File: src/rtl/mac_pkg.sv
// Shared constants and stage payload types for the MAC normalise/round datapath.
// Bit indices refer to the magnitude after left-normalising its leading one to the MSB.
package mac_pkg;

   localparam int ACC_W  = 18;
   localparam int EXP_W  = 6;
   localparam int MAN_W  = 2;
   localparam int LD_POS = 13;

   localparam int E_W   = EXP_W + 2;
   localparam int POS_W = $clog2(ACC_W);

   localparam int MAN_HI    = ACC_W - 2;
   localparam int MAN_LO    = ACC_W - 1 - MAN_W;
   localparam int GUARD_IDX = MAN_LO - 1;
   localparam int ROUND_IDX = MAN_LO - 2;
   localparam int STICKY_HI = MAN_LO - 3;

   localparam int SAT_EXP = (1 << EXP_W) - 1;

   typedef struct packed {
      logic             sign;
      logic [ACC_W-1:0] mag;
      logic [EXP_W-1:0] exp;
   } s1_t;

   typedef struct packed {
      logic             sign;
      logic             zero;
      logic [MAN_W-1:0] man;
      logic             guard;
      logic             rnd;
      logic             sticky;
      logic [E_W-1:0]   e;
   } s2_t;

   typedef struct packed {
      logic             sign;
      logic [EXP_W-1:0] exp;
      logic [MAN_W-1:0] man;
      logic             zero;
      logic             ovf;
      logic             uf;
   } res_t;

endpackage

File: src/rtl/lead_one_detect.sv
// Combinational leading-one detector: index of the most significant set bit of vec.
// pos reads 0 when vec is all zeros; zero flags that case.
module lead_one_detect #(
   parameter int W = 18
) (
   input  logic [W-1:0]         vec,
   output logic [$clog2(W)-1:0] pos,
   output logic                 zero
);

   localparam int PW = $clog2(W);

   always_comb begin
      pos = '0;
      for (int i = 0; i < W; i++) begin
         if (vec[i]) pos = PW'(i);
      end
   end

   assign zero = ~|vec;

endmodule

File: src/rtl/normalize_round_pp_sum.sv
// Converts a two's-complement partial-product sum into sign/exponent/mantissa with
// round-to-nearest-even, in a 3-stage valid/ready pipeline (abs -> normalise -> round).
module normalize_round_pp_sum
   import mac_pkg::*;
(
   input  logic             clk,
   input  logic             rst_n,
   input  logic             in_valid,
   output logic             in_ready,
   input  logic [ACC_W-1:0] acc_sum,
   input  logic [EXP_W-1:0] max_exp,
   output logic             out_valid,
   input  logic             out_ready,
   output logic             out_sign,
   output logic [EXP_W-1:0] out_exp,
   output logic [MAN_W-1:0] out_man,
   output logic             out_zero,
   output logic             out_ovf,
   output logic             out_uf
);

   localparam logic signed [E_W-1:0] SAT_EXP_S = E_W'(SAT_EXP);

   logic v1, v2, v3;
   logic ld1, ld2, ld3;
   s1_t  s1_q, s1_d;
   s2_t  s2_q, s2_d;
   res_t s3_q, s3_d;

   // A stage may load when it is empty or its contents move on this cycle.
   assign ld3      = !v3 || out_ready;
   assign ld2      = !v2 || ld3;
   assign ld1      = !v1 || ld2;
   assign in_ready = ld1;

   always_comb begin
      s1_d      = '0;
      s1_d.sign = acc_sum[ACC_W-1];
      s1_d.mag  = acc_sum[ACC_W-1] ? (~acc_sum + 1'b1) : acc_sum;
      s1_d.exp  = max_exp;
   end

   logic [POS_W-1:0] lod_pos;
   logic             lod_zero;
   logic [ACC_W-1:0] norm;

   lead_one_detect #(.W(ACC_W)) u_lod (
      .vec  (s1_q.mag),
      .pos  (lod_pos),
      .zero (lod_zero)
   );

   // Shifting the leading one to the MSB makes every bit below weight 2^0 read as zero.
   assign norm = s1_q.mag << (POS_W'(ACC_W - 1) - lod_pos);

   always_comb begin
      s2_d        = '0;
      s2_d.sign   = s1_q.sign;
      s2_d.zero   = lod_zero;
      s2_d.man    = norm[MAN_HI:MAN_LO];
      s2_d.guard  = norm[GUARD_IDX];
      s2_d.rnd    = norm[ROUND_IDX];
      s2_d.sticky = |norm[STICKY_HI:0];
      s2_d.e      = E_W'(s1_q.exp) + E_W'(lod_pos) - E_W'(LD_POS);
   end

   logic                  rnd_up;
   logic                  carry;
   logic [MAN_W-1:0]      man_rnd;
   logic signed [E_W-1:0] e_s2;
   logic signed [E_W-1:0] e_rnd;

   always_comb begin
      rnd_up           = s2_q.guard & (s2_q.rnd | s2_q.sticky | s2_q.man[0]);
      {carry, man_rnd} = {1'b0, s2_q.man} + {{MAN_W{1'b0}}, rnd_up};
      e_s2             = s2_q.e;
      e_rnd            = e_s2 + $signed({{(E_W-1){1'b0}}, carry});

      s3_d = '0;
      if (s2_q.zero) begin
         s3_d.zero = 1'b1;
      end else if (e_rnd < 0) begin
         s3_d.uf   = 1'b1;
         s3_d.zero = 1'b1;
      end else if (e_rnd > SAT_EXP_S) begin
         s3_d.ovf  = 1'b1;
         s3_d.sign = s2_q.sign;
         s3_d.exp  = '1;
         s3_d.man  = '1;
      end else begin
         s3_d.sign = s2_q.sign;
         s3_d.exp  = e_rnd[EXP_W-1:0];
         s3_d.man  = man_rnd;
      end
   end

   always_ff @(posedge clk or negedge rst_n) begin
      if (!rst_n) begin
         v1   <= 1'b0;
         v2   <= 1'b0;
         v3   <= 1'b0;
         s1_q <= '0;
         s2_q <= '0;
         s3_q <= '0;
      end else begin
         if (ld1) begin
            v1   <= in_valid;
            s1_q <= s1_d;
         end
         if (ld2) begin
            v2   <= v1;
            s2_q <= s2_d;
         end
         if (ld3) begin
            v3   <= v2;
            s3_q <= s3_d;
         end
      end
   end

   assign out_valid = v3;
   assign out_sign  = s3_q.sign;
   assign out_exp   = s3_q.exp;
   assign out_man   = s3_q.man;
   assign out_zero  = s3_q.zero;
   assign out_ovf   = s3_q.ovf;
   assign out_uf    = s3_q.uf;

endmodule

File: config.mk
export PLATFORM = sky130hd
export DESIGN_NAME = normalize_round_pp_sum
export DESIGN_NICKNAME = d
export VERILOG_FILES = /design/src/rtl/mac_pkg.sv /design/src/rtl/lead_one_detect.sv /design/src/rtl/normalize_round_pp_sum.sv
export SDC_FILE = /design/constraint.sdc
export NUM_CORES = 1
export LEC_CHECK = 0
export ABC_AREA = 1
export CAP_MARGIN = 20
export CORE_MARGIN = 4
export CORE_UTILIZATION = 50
export CTS_CLUSTER_SIZE = 8
export DETAILED_ROUTE_END_ITERATION = 8
export GPL_TIMING_DRIVEN = 0
export PLACE_DENSITY = 0.72
export SETUP_SLACK_MARGIN = 0.3
export SYNTH_ARGS = -nofsm -noshare
export SYNTH_HDL_FRONTEND = slang
export SYNTH_SLANG_ARGS = --single-unit
File: constraint.sdc
create_clock -name clk -period 4.9 [get_ports clk]
set_input_delay 1.225 -clock clk [delete_from_list [all_inputs] [get_ports clk]]
set_output_delay 1.225 -clock clk [all_outputs]
set_load 0.01 [all_outputs]
==> flow_summary_export.csv, run 1 <==
group,metric,value,unit
layout,finalNetCount,606,
synth,synth_area_leaders,"dfrtp_1 37%, nand2_1 12%, nand3_1 7.0%",
layout,drive_gt1_frac,0.07143,
clock_tree,cts_tree,"built",
critical_path,crit_arrival,3190,ps
clock_tree,cts_htree_levels,2,
layout,diodes,0,
critical_path,cp.required,3670,ps
grt,grt_start_max_net_pins,37,
clock_tree,root_buffer,"clkbuf_8",
place,place_ws,-260.0,ps
sta,setup_violations,0,
routing,vias,3350,
synth,yosys.area_share.simple,0.3055,
grt,grt_overflow,0,
layout,final_core_util,0.6046,
place,numPortBuffers,40,
layout,syn2layout_area_growth,17.93,%
synth,syn_nets,557,
die,die_area,8837,sq um
routing,drt_wl_total,8421,um
die,die_w,94.01,um
clock_tree,clkLatencyLatePin,310,ps
grt,first_global_vias,3309,
sta,fin_crit_sh,0.9020,
pwr,power_density,385.5,nW/um^2
critical_path,crit_type,"in2out",
pwr,p_leak,2.153,nW
synth,yosysTopAreaCell,"dfrtp_1",
grt,grt.total_usage,0.2074,
synth,yosysTopAreaCellShare,0.3721,
synth,mappedNetlistArea,3699,sq um
synth,yosys_warnings,0,
synth,synthAdderAreaFrac,0.06292,
die,die_height,94.01,um
die,start_util,0.5127,
critical_path,r2r_slack,1800,ps
sta,relSlewSlack,0.6289,
sta,postLayoutSetupSlackWorst,480.2,ps
critical_path,crit_path_start_kind,"primary input",
die,ios,42,
die,fp-row-count,31,
synth,synth_top_family_by_area,"simple AND/OR/NAND/NOR gates",
grt,grt_pass1_wl,14820,um
sta,fmax,226.3,MHz
sta,tightestPinTransition,556.7,ps
place,place_congestion,0.8908,
place,post-dp-hpwl,6814,um
synth,synth_seq_cells,55,
pwr,vdd_drop_max,0.1364,mV
clock_tree,cts_inserted_buffers,5,
grt,antenna_found_initial,0,
synth,synthMuxAreaShare,0.009134,
routing,avgRoutedWirePerCell,12.78,um
routing,ant_nets,0,
status,status,"complete, no violations",
routing,drt-pass1-iter-count,5,
layout,fillers,701,
synth,avgSynthCellArea,7.238,sq um
min_path,hold_class,"reg2reg",
routing,drt_iter0_drc,128,
critical_path,cp-end-kind,"output port",
clock_tree,cts_buffer_depth,2,
sta,skew,10.79,ps
synth,synth_cell_types,34,
clock_tree,postCtsHoldBufs,0,
synth,synth_xor_area_frac,0.04973,
sta,period_needed,4420,ps
die,core_area,7214,sq um
run,max_cap_viol_count,0,
clock_tree,cts_sinks,55,
critical_path,crit_fanout,10,
synth,seq_area_frac_synth,0.3721,
sta,rsz0062_at_grt,"no",
clock_tree,clk_pin_slew,80,ps
routing,via_per_inst,5.083,
routing,drc,0,
sta,slew_violations,0,
synth,syn_inst,511,
synth,synth-compound-area-share,0.1110,
sta,hold_viol,0,
stage by stage:
stage	hold WS (ps)	std cells	TNS (ps)	power (mW)	instance area (sq um)
floorplan	422.3	511	0	1.141	3699
global placement	450.3	650	-301.6	1.370	4223
detailed placement	463.0	651	-260.0	1.389	4238
CTS	486.6	659	0	1.692	4362
global route	503.2	659	0	1.833	4362
finish	486.4	659	0	1.681	4362
per-layer routing:
layer	global-route usage	vias up	wire length [um]
met4	0.06378	0	190
met2	0.3554	81	3945
met3	0.03766	17	405
met1	0.2652	1513	3879
met5	0	-	0
li1	-	1739	-
synthesized netlist by cell type (all sizes together):
library cell and count:
xnor2 9, o2111ai 4, o211ai 4, inv 64, o21a 1, ha 17
nand4 4, nand3 54, clkbuf 11, mux2 3, and2 2, a31oi 3
nor3 6, nor2 59, buf 4, xor2 12, o21ai 37, dfrtp 55
fa 1, a21oi 25, nand2 130, nor4 1, clkinv 1, o32ai 1
or2 3
flip-flops by register name, summed over array words and instances, names as in the netlist, 2 cells and up:
name	flops
s1_q	25
e_s2	8
s2_q	7
out_exp	6
out_man	2
cell families (layout without fill, tap and decap cells):
| kind of cell | count (synthesis) | in the layout |
|---|---|---|
| mux | 3 | 3 |
| flops | 55 | 55 |
| buf+inv | 80 | 129 |
| compound gates | 75 | 75 |
| fa+ha+maj | 18 | 18 |
| xor+xnor | 21 | 21 |
| simple gates | 259 | 259 |
report_power, final:
group	leakage [nW]	internal [mW]	total, mW	switching [mW]
clock network	0.0502	0.150	0.295	0.145
registers	0.649	0.569	0.644	0.0746
logic	1.45	0.315	0.743	0.428
total	2.15	1.03	1.68	0.648
final cells by class:
class,count,area (sq um),share of cell area
tap,99,123.9,0.02840
inverter,65,244.0,0.05594
sequential,55,1376,0.3155
clock inverter,2,37.54,0.008606
multi-input combinational,376,1998,0.4581
timing repair buffer,42,422.9,0.09696
buffer,15,90.09,0.02065
clock buffer,5,68.82,0.01578
path summary, 6_finish.rpt:
check / from / to / depth (start not counted)
setup / recovery: out_ready / in_ready / 8
hold / removal: out_exp[1] / out_exp[1] / 2
setup reg to reg: s1_q[8] / e_s2[6] / 21
hold reg to reg: out_exp[1] / out_exp[1] / 2
max in group asynchronous: rst_n / s1_q[21] / 2
min in group asynchronous: rst_n / out_zero / 1
cell usage in the layout, fill, tap and decap left out, types with 3 or more instances in the layout:
cell	netlist	routed
or2_2	3	3
clkbuf_1	11	10
nor3_1	6	6
inv_2	3	3
xnor2_1	9	9
inv_1	61	61
dfrtp_1	55	55
nand2_2	9	9
clkbuf_8	0	5
a21oi_1	25	25
ha_1	17	17
mux2_2	3	3
clkdlybuf4s50_1	0	39
nand2_1	118	118
nor2_1	58	57
a31oi_1	3	3
o2111ai_1	4	4
xor2_1	12	12
nand4_1	4	4
o211ai_1	4	4
nand3_1	52	52
o21ai_0	35	35
nand2_4	3	3
timing repair:
action,in CTS,in global routing
setup buffers,1,0
endpoints found under the setup margin,1,0
resized for setup,4,0
worst max-delay path, stage by stage:
cell             delay [ps]
clkdlybuf4s50_1         450
nor2_1                   70
inv_1                   170
nor2_4                   80
nand2_1                 110
clkbuf_2                240
buf_2                   270
clkdlybuf4s50_1         570
No activity file was read; power rests on OpenSTA's default activity.
==> run 2, diff against run 1 <==
--- a/config.mk
+++ b/config.mk
@@ -9,3 +9,3 @@
 export CAP_MARGIN = 20
-export CORE_MARGIN = 4
+export CORE_MARGIN = 2
 export CORE_UTILIZATION = 50
==> constraint.sdc (replaced) <==
create_clock -name clk -period 4.9 [get_ports clk]
set_input_delay 0.735 -clock clk [delete_from_list [all_inputs] [get_ports clk]]
set_output_delay 0.735 -clock clk [all_outputs]
set_load 0.01 [all_outputs]
==> run 2 against run 1 <==
  * Non-clock buffer count shrank 1
  * Final cell count stayed put
  * Core utilization decreased by 0.069 points
  * Sequential power barely moved
  * Sequential cell count unchanged
  * Sequential share of layout area is essentially flat
  * Critical endpoint unchanged
  * Wire length shrank 3.1%
  * Largest power group unchanged
  * Clock-buffer cell count stayed put
  * Register-to-register slack got worse by 80 ps
  * Maximum frequency increased by 8.9%
==> flow_summary_export.csv, run 2 (synthesized netlist as in run 1, its figures left out) <==
group,metric,value,unit
min_path,hold_class,"in2async",
die,fp-row-count,31,
sta,fin_crit_sh,0.8280,
grt,grt.total_usage,0.2122,
pwr,p_sw,656.9,uW
grt,first_global_vias,3206,
sta,skew,8.228,ps
place,numPortBuffers,40,
clock_tree,clkLatencyLatePin,310,ps
sta,rsz0062_at_grt,"no",
die,die_area,8101,sq um
clock_tree,cts_resized,0,
sta,slew_violations,0,
pwr,combPwrFrac,0.434,
pwr,swShare,0.3872,
clock_tree,root_buffer,"clkbuf_8",
grt,grt_overflow,0,
sta,setup_tns,0,ps
place,post-dp-hpwl,6610,um
sta,period_needed,4057,ps
critical_path,crit_arrival,3320,ps
critical_path,r2r_start,"s1_q[8]",
layout,final_cell_mix,"118 x nand2_1, 61 x inv_1, 58 x nor2_1, 55 x dfrtp_1, 52 x nand3_1",
critical_path,r2r_cells,20,
die,core_area,7214,sq um
grt,antenna_found_initial,0,
clock_tree,cts_buffer_depth,2,
routing,vias,3326,
run,max_cap_viol_count,0,
pwr,p_seq_frac,0.378,
critical_path,cp-end-kind,"output port",
layout,fillers,659,
layout,syn2layout_area_growth,17.79,%
sta,fmax,246.5,MHz
pwr,vdd_drop_max,0.1422,mV
layout,mostFrequentLayoutCell,"nand2_1",
critical_path,crit_type,"in2out",
routing,avgRoutedWirePerCell,12.38,um
routing,drt_iter0_drc,227,
routing,drt-pass1-iter-count,4,
layout,finalNetCount,605,
critical_path,cp.required,4160,ps
critical_path,crit_path_start_kind,"primary input",
pwr,internal_power,1.040,mW
pwr,clkPwrFrac,0.187,
layout,largest_register_ffs,25,
layout,drive_gt1_frac,0.06607,
routing,drt_wl_total,8157,um
clock_tree,cts_setup_buffers,0,
clock_tree,cts_sinks,55,
clock_tree,cts_htree_levels,2,
sta,postLayoutSetupSlackWorst,842.9,ps
place,place_congestion,0.8813,
clock_tree,cts_tree,"built",
sta,tightestPinTransition,646.0,ps
pwr,p_leak,2.153,nW
routing,ant_nets,0,
die,ios,42,
clock_tree,postCtsHoldBufs,0,
layout,max_flop_register,"s1_q",
clock_tree,clk_pin_slew,110,ps
die,start_util,0.5127,
grt,grt_start_max_net_pins,40,
layout,final_core_util,0.6039,
routing,via_per_inst,5.047,
layout,diodes,0,
critical_path,crit_fanout,10,
critical_path,startpoint,"out_ready",
sta,relSlewSlack,0.5677,
sta,setup_violations,0,
die,die_w,90.01,um
routing,drc,0,
grt,grt_pass1_wl,14350,um
die,die_height,90.01,um
pwr,power_density,389.4,nW/um^2
sta,hold_viol,0,
place,place_ws,806.3,ps
clock_tree,cts_inserted_buffers,5,
status,status,"complete, no violations",
-- run 2: cell types whose count changed in the layout (fill, tap and decap cells not counted), sizes merged --
cell,change
buf,-1
clkinvlp,-1
inv,+2
-- run 2: power groups by stage --
stage | logic (mW) | registers, mW | clock network, mW
after floorplan | 0.484 | 0.656 | 0
after global placement | 0.723 | 0.648 | 0
after detailed placement | 0.733 | 0.651 | 0
after CTS | 0.738 | 0.642 | 0.324
after global routing | 0.840 | 0.657 | 0.347
final | 0.737 | 0.642 | 0.317
-- run 2: critical path, cell delays in order --
cell and delay, ps:
clkdlybuf4s50_1 400, nor2_1 170, inv_1 130, nor2_1 520
nand2_1 210, clkbuf_1 290, buf_1 310, clkdlybuf4s50_1 550
-- run 2: area by class of cell --
type,count,area [sq um],share of cell area
tap,99,123.9,0.02843
buffer,15,87.58,0.02010
multi-input combinational,376,1991,0.4569
timing repair buffer,41,415.4,0.09535
sequential,55,1376,0.3159
inverter,65,244.0,0.05600
clock inverter,3,50.05,0.01149
clock buffer,5,68.82,0.01580
-- run 2: layer usage --
metal,vias up,GRT usage,part of all wire
li1,1740,-,-
met1,1507,0.2697,0.48
met2,70,0.3747,0.47
met3,9,0.03185,0.039
met4,0,0.06154,0.018
met5,-,0,0
-- run 2: path summary, 6_finish.rpt --
path / endpoint / slack (ps)
worst min-delay path: out_exp[5] / 320
max in group asynchronous: s1_q[22] / 4040
min in group clk: out_man[1] / 490
worst max register to register: s2_q[12] / 1720
worst max-delay path: in_ready / 840
worst min register to register: out_man[1] / 490
-- run 2: per-stage QoR --
stage	power [mW]	hold slack (ps)	cell area, sq um	instances
floorplan	1.141	422.3	3699	511
global placement	1.371	453.3	4223	650
detailed placement	1.383	465.8	4238	651
CTS	1.704	328.4	4357	659
global route	1.844	335.5	4357	659
finish	1.697	324.3	4357	659
